<file path="config.mk">
export PLATFORM = sky130hd
export DESIGN_NAME = bitonic_sort_stream
export DESIGN_NICKNAME = d
export VERILOG_FILES = /design/src/rtl/bitonic_sort_stream.sv
export SDC_FILE = /design/constraint.sdc
export NUM_CORES = 2
export LEC_CHECK = 0
export BUFFER_PORTS_ARGS = -buffer_cell sky130_fd_sc_hd__buf_4
export CAP_MARGIN = 40
export CORE_UTILIZATION = 29
export CTS_CLUSTER_DIAMETER = 30
export DETAILED_ROUTE_END_ITERATION = 8
export HOLD_SLACK_MARGIN = 0.02
export SYNTH_ARGS = -nofsm -noshare
export SYNTH_HDL_FRONTEND = slang
export SYNTH_SLANG_ARGS = --single-unit
</file>
<file path="constraint.sdc">
create_clock -name clk -period 3.7 [get_ports clk]
set_clock_uncertainty 0.1 [all_clocks]
set_input_delay 0 -clock clk [delete_from_list [all_inputs] [get_ports clk]]
set_output_delay 0 -clock clk [all_outputs]
set_load 0.03 [all_outputs]
</file>
<file path="src/rtl/bitonic_sort_stream.sv">
// bitonic_sort_stream
//   Fully pipelined N-lane bitonic sorter. It sorts one key vector per cycle.
//   Each key carries a payload and the index of the input lane it came from.
//   The direction (ascending or descending) is chosen per vector and travels
//   down the pipeline with that vector.
//
//   The pipeline has one register stage per compare-exchange layer, so
//   S = LOG_N*(LOG_N+1)/2 stages in total. Every stage advances together
//   whenever the output is empty or is being taken; otherwise every stage holds.
//
//   Lane packing: lane 0 occupies the most-significant field of each vector
//   bus, and lane N-1 the least-significant field.
//
// Ports
//   clk, reset              rising-edge clock, synchronous active-high reset
//   in_valid / in_ready     input handshake; in_ready is the global advance
//   in_desc                 0 = ascending, 1 = descending, for this vector
//   in_key, in_payload      N lanes of key and payload
//   out_valid / out_ready   output handshake
//   out_desc                direction the output vector was sorted with
//   out_key, out_payload    sorted lanes
//   out_idx                 original input lane of each output lane
module bitonic_sort_stream #(
  parameter int N         = 8,
  parameter int KEY_W     = 4,
  parameter int PAYLOAD_W = 8,
  parameter int LOG_N     = $clog2(N)
) (
  input  logic                   clk,
  input  logic                   reset,
  input  logic                   in_valid,
  output logic                   in_ready,
  input  logic                   in_desc,
  input  logic [N*KEY_W-1:0]     in_key,
  input  logic [N*PAYLOAD_W-1:0] in_payload,
  output logic                   out_valid,
  input  logic                   out_ready,
  output logic                   out_desc,
  output logic [N*KEY_W-1:0]     out_key,
  output logic [N*PAYLOAD_W-1:0] out_payload,
  output logic [N*LOG_N-1:0]     out_idx
);

  localparam int S  = LOG_N * (LOG_N + 1) / 2;
  localparam int CW = KEY_W + LOG_N;

  logic [S-1:0][N-1:0][KEY_W-1:0]     r_key, w_key_src, w_key_nx;
  logic [S-1:0][N-1:0][PAYLOAD_W-1:0] r_pay, w_pay_src, w_pay_nx;
  logic [S-1:0][N-1:0][LOG_N-1:0]     r_idx, w_idx_src, w_idx_nx;
  logic [S-1:0]                       r_valid, r_desc, w_valid_src, w_desc_src;
  logic                               w_adv;

  assign w_adv     = !r_valid[S-1] || out_ready;
  assign in_ready  = w_adv;
  assign out_valid = r_valid[S-1];
  assign out_desc  = r_desc[S-1];

  // Layer inputs: layer 0 reads the ports, every later layer reads the
  // previous register. Data is zeroed when in_valid is low, so unknown input
  // values cannot reach the outputs.
  genvar gs, gi, gk, gj;
  for (gs = 0; gs < S; gs++) begin : g_src
    if (gs == 0) begin : g_in
      assign w_valid_src[0] = in_valid;
      assign w_desc_src[0]  = in_valid & in_desc;
      for (gi = 0; gi < N; gi++) begin : g_lane
        assign w_key_src[0][gi] = in_valid ? in_key[(N-1-gi)*KEY_W +: KEY_W] : '0;
        assign w_pay_src[0][gi] = in_valid ? in_payload[(N-1-gi)*PAYLOAD_W +: PAYLOAD_W] : '0;
        assign w_idx_src[0][gi] = LOG_N'(gi);
      end
    end else begin : g_reg
      assign w_valid_src[gs] = r_valid[gs-1];
      assign w_desc_src[gs]  = r_desc[gs-1];
      assign w_key_src[gs]   = r_key[gs-1];
      assign w_pay_src[gs]   = r_pay[gs-1];
      assign w_idx_src[gs]   = r_idx[gs-1];
    end
  end

  // Compare-exchange layers. Merge phase gk uses blocks of 2^gk lanes.
  // Sub-step gj compares lanes that are 2^(gj-1) apart. A vector sorted
  // descending flips the direction of every block.
  // The tie field (lane index, inverted when descending) makes every composite
  // key unique. Equal keys therefore always leave in ascending lane order.
  for (gk = 1; gk <= LOG_N; gk++) begin : g_phase
    for (gj = gk; gj >= 1; gj--) begin : g_step
      localparam int ST  = (gk - 1) * gk / 2 + (gk - gj);
      localparam int D   = 1 << (gj - 1);
      localparam int BLK = 1 << gk;
      for (gi = 0; gi < N; gi++) begin : g_pair
        if ((gi & D) == 0) begin : g_ce
          localparam int L  = gi + D;
          localparam bit UP = ((gi & BLK) == 0);
          logic          w_swap;
          logic [CW-1:0] w_ci, w_cl;

          assign w_ci   = {w_key_src[ST][gi], w_idx_src[ST][gi] ^ {LOG_N{w_desc_src[ST]}}};
          assign w_cl   = {w_key_src[ST][L],  w_idx_src[ST][L]  ^ {LOG_N{w_desc_src[ST]}}};
          assign w_swap = (UP ^ w_desc_src[ST]) ? (w_ci > w_cl) : (w_ci < w_cl);

          assign w_key_nx[ST][gi] = w_swap ? w_key_src[ST][L]  : w_key_src[ST][gi];
          assign w_key_nx[ST][L]  = w_swap ? w_key_src[ST][gi] : w_key_src[ST][L];
          assign w_pay_nx[ST][gi] = w_swap ? w_pay_src[ST][L]  : w_pay_src[ST][gi];
          assign w_pay_nx[ST][L]  = w_swap ? w_pay_src[ST][gi] : w_pay_src[ST][L];
          assign w_idx_nx[ST][gi] = w_swap ? w_idx_src[ST][L]  : w_idx_src[ST][gi];
          assign w_idx_nx[ST][L]  = w_swap ? w_idx_src[ST][gi] : w_idx_src[ST][L];
        end
      end
    end
  end

  always_ff @(posedge clk) begin
    if (reset) begin
      r_valid <= '0;
      r_desc  <= '0;
      r_key   <= '0;
      r_pay   <= '0;
      r_idx   <= '0;
    end else if (w_adv) begin
      r_valid <= w_valid_src;
      r_desc  <= w_desc_src;
      r_key   <= w_key_nx;
      r_pay   <= w_pay_nx;
      r_idx   <= w_idx_nx;
    end
  end

  for (gi = 0; gi < N; gi++) begin : g_out
    assign out_key[(N-1-gi)*KEY_W +: KEY_W]             = r_key[S-1][gi];
    assign out_payload[(N-1-gi)*PAYLOAD_W +: PAYLOAD_W] = r_pay[S-1][gi];
    assign out_idx[(N-1-gi)*LOG_N +: LOG_N]             = r_idx[S-1][gi];
  end

endmodule

</file>
==> results by group <==
Run status
  – Status: complete, no violations

Drt
  – Vias per inst: 5.284
  – Final ANT Viol Nets: 0
  – Final wirelength: 121.5 mm
  – DRC: 0
  – Avg WL per Cell: 19.06 um
  – Initial DRC Count: 3,005
  – Drt pass-1 iters: 6
  – Via count: 33,700

Clock network
  – Worst-Skew Late Latency: 0.73 ns
  – Clock buffer depth: 3
  – TritonCTS clock tree: done
  – CTS buffer count: 142
  – Sink Count: 707
  – Clk pin slew, worst setup/hold paths: 0.05 ns
  – H-tree level count: 4
  – CTS root buffer: clkbuf_16

Cells and area
  – Area of the multi-input gates: 0.02056 mm^2
  – P&R area growth vs syn: 26.37%
  – Layout cells sized above 1: 14.49%
  – FF+latch area: 0.01415 mm^2
  – # fillers: 12,880
  – Nets: 4,832

Logic synthesis
  – FF+latch count, synth: 707
  – Part of the Yosys area used for sequential elements: 37.90%
  – Number of enable flip-flop cells after synthesis: 0
  – Post-synthesis instance total: 4,416
  – Avg Inst Size Synth: 8.456 um^2
  – Top FF cell, synth: dfxtp_1
  – Yosys warning count: 0
  – Syn_nets: 4,654
  – Async SR Flop Fraction: 0%
  – Yosys cell types: 64
  – Cell area after synthesis: 0.03734 mm^2

Timing
  – Post-route setup TNS: 0 ns
  – RSZ-0062 raised after global routing: false
  – Final hold violations: 0
  – Worst slew margin relative to its limit: 27.50%
  – Setup violations, final: 0
  – Worst hold slack: 0.04208 ns
  – Final period utilization: 92.75%
  – Final min period: 3.432 ns
  – Maximum clock frequency: 0.2914 GHz
  – Max Slew Vio Count: 0
  – Worst-Margin Slew: 1.088 ns

Floorplanning
  – Row count: 131
  – Core area: 0.1277 mm^2
  – Die area: 0.1302 mm^2
  – Io pins: 224
  – Die Wd: 360.8 um
  – Initial Utilization: 29.25%
  – Die Y: 360.8 um

GRT
  – Gr usage total: 18.15%
  – Initial antenna violation count: 0
  – Total congestion overflow: 0
  – Largest net degree at the start of global routing: 149
  – Vias in the first global route: 31,230
  – First-pass GRT wire length: 188.5 mm

Place
  – HPWL Detailed: 84.64 mm
  – GP Congestion: 0.8840
  – Port-buffer cells: 223

Power
  – Gate power share: 44.1%
  – Cell-internal power: 27,560 uW
  – Pleak: 0.01939 uW
  – Sw Pwr: 18,710 uW
  – Switching share of power: 40.44%
  – PwrDens: 980.4 mW/mm^2
  – VDD IR max: 0.7897 mV
  – Clock power frac: 29.1%
  – Register share of total power: 26.8%

Critical path
  – Worst Setup Path Type: input pin to flop
  – Required @ worst endpoint: 4.19 ns
  – Critical Path Start Type: input pin
  – Crit-path max FO: 40
  – Data arrival, critical path: 3.93 ns
  – Critical Path End Type: flop

Worst hold path
  – Hold/Removal Path Class: input pin to flop

Job
  – Max Cap Viol: 0
-- cells by family (layout without fill, tap and decap cells) --
family	count (synthesis)	after routing	share of synthesized area (%)
and+or+nand+nor	1561	1561	17.86
adders and majority gates	137	137	4.590
other	0	1	0
buffers and inverters	602	900	7.465
AOI/OAI and AO/OA	1080	1080	23.65
muxes	245	245	6.567
xor gates and xnor gates	84	84	1.970
DFF	707	707	37.90
-- cell type report --
type	instances	share of cell area [%]
Sequential cell	707	29.99
Inverter	95	0.7716
Clock buffer	187	8.514
Clock inverter	77	2.280
Tap cell	1662	4.407
Timing Repair Buffer	541	10.46
Antenna cell	1	0.005303
Multi-Input combinational cell	3107	43.57
-- registers in the layout, summed over array words and instances (netlist names) --
signal	flops
r_valid	6
out_idx	24
r_desc	6
r_idx	95
out_payload	64
out_key	32
r_pay	320
g_phase.g_step.g_pair.g_ce.w_cl	80
g_phase.g_step.g_pair.g_ce.w_ci	80
-- Yosys cell counts (all sizes together), types with 5 or more instances --
cell type	count	area, um^2
nor2	1016	3814
dfxtp	707	14150
a2111oi	381	3647
clkbuf	331	1242
mux2i	245	2452
a211oi	229	1944
a21boi	208	1562
buf	176	1189
nor3	154	780.8
nand2	151	569.3
ha	137	1714
nor4	114	713.2
inv	94	352.8
o21ai	77	385.4
a21oi	62	310.3
o21bai	52	390.4
xnor2	43	376.6
xor2	41	359.1
and2	25	156.4
nand3	24	120.1
or2	22	137.6
nand4	19	118.9
a21o	16	120.1
nor2b	13	81.33
nand2b	8	50.05
a211o	6	52.55
o211ai	6	45.04
o21a	6	45.04
a2bb2oi	5	43.79
-- per-stage QoR --
step	util, %	cells	cell area, um^2	power (uW)	setup WS (ns)
2_1_floorplan	-	4416	37340	26400	0.5149
3_3_place_gp	31.14	5887	39760	31330	0.4169
3_5_place_dp	31.26	5895	39910	32440	0.4474
4_1_cts	36.95	6376	47180	46300	0.3134
5_1_grt	36.96	6376	47190	49090	0.07686
6_report	36.96	6377	47190	46270	0.2684
-- cell usage in the layout, fill, tap and decap left out, types with 146 or more instances in the layout --
cell and instances:
mux2i_1 240, a2111oi_0 253, a21boi_0 203, clkbuf_16 146, nor2_1 1015, buf_4 296, nand2_1 150, nor3_1 152
a211oi_1 187, dfxtp_1 707, dlygate4sd3_1 217
-- worst max-delay path, cell delays in order --
cell           delay [ns]
dlygate4sd3_1        0.55
buf_6                0.29
nand2_1              0.16
ha_1                 0.33
and3_1               0.18
a2111oi_0            0.44
o211ai_1             0.16
buf_4                0.31
mux2i_1              0.21
dlygate4sd3_1        0.58
o21ai_1              0.07
dlygate4sd3_1        0.58
-- layer usage --
metal  wire, um  part of all wire, %  up-vias  track usage (%)
met2      51820                   43      942            26.77
met5          0                    0        -                0
met4       1916                  1.6        0            4.197
met1      60350                   50    16220            27.18
li1           -                    -    16390                -
met3       7436                  6.1      148            2.882
-- power by group through the flow --
stage               combinational [uW]  clock [uW]  sequential [uW]
floorplan                        15000           0            11400
global placement                 18900           0            12400
detailed placement               20000           0            12400
CTS                              20400       13600            12300
global route                     22500       14100            12600
finish                           20400       13500            12400
-- repair_timing --
item / CTS / global route
setup endpoints to repair: 0 / 1
hold buffers: 217 / 0
gates resized for setup: 0 / 2
setup buffers: 0 / 0
endpoints found under the hold margin: 262 / 0
-- path summary, 6_finish.rpt --
path	startpoint	endpoint	slack, ns	depth (start not counted)
setup / recovery	in_valid	r_pay[18]	0.27	12
setup reg to reg	r_desc[1]	r_idx[71]	0.40	10
hold / removal	in_payload[34]	r_pay[26]	0.04	4
hold reg to reg	r_valid[4]	r_valid[4]	0.35	2
No activity file was read; power rests on OpenSTA's default activity.
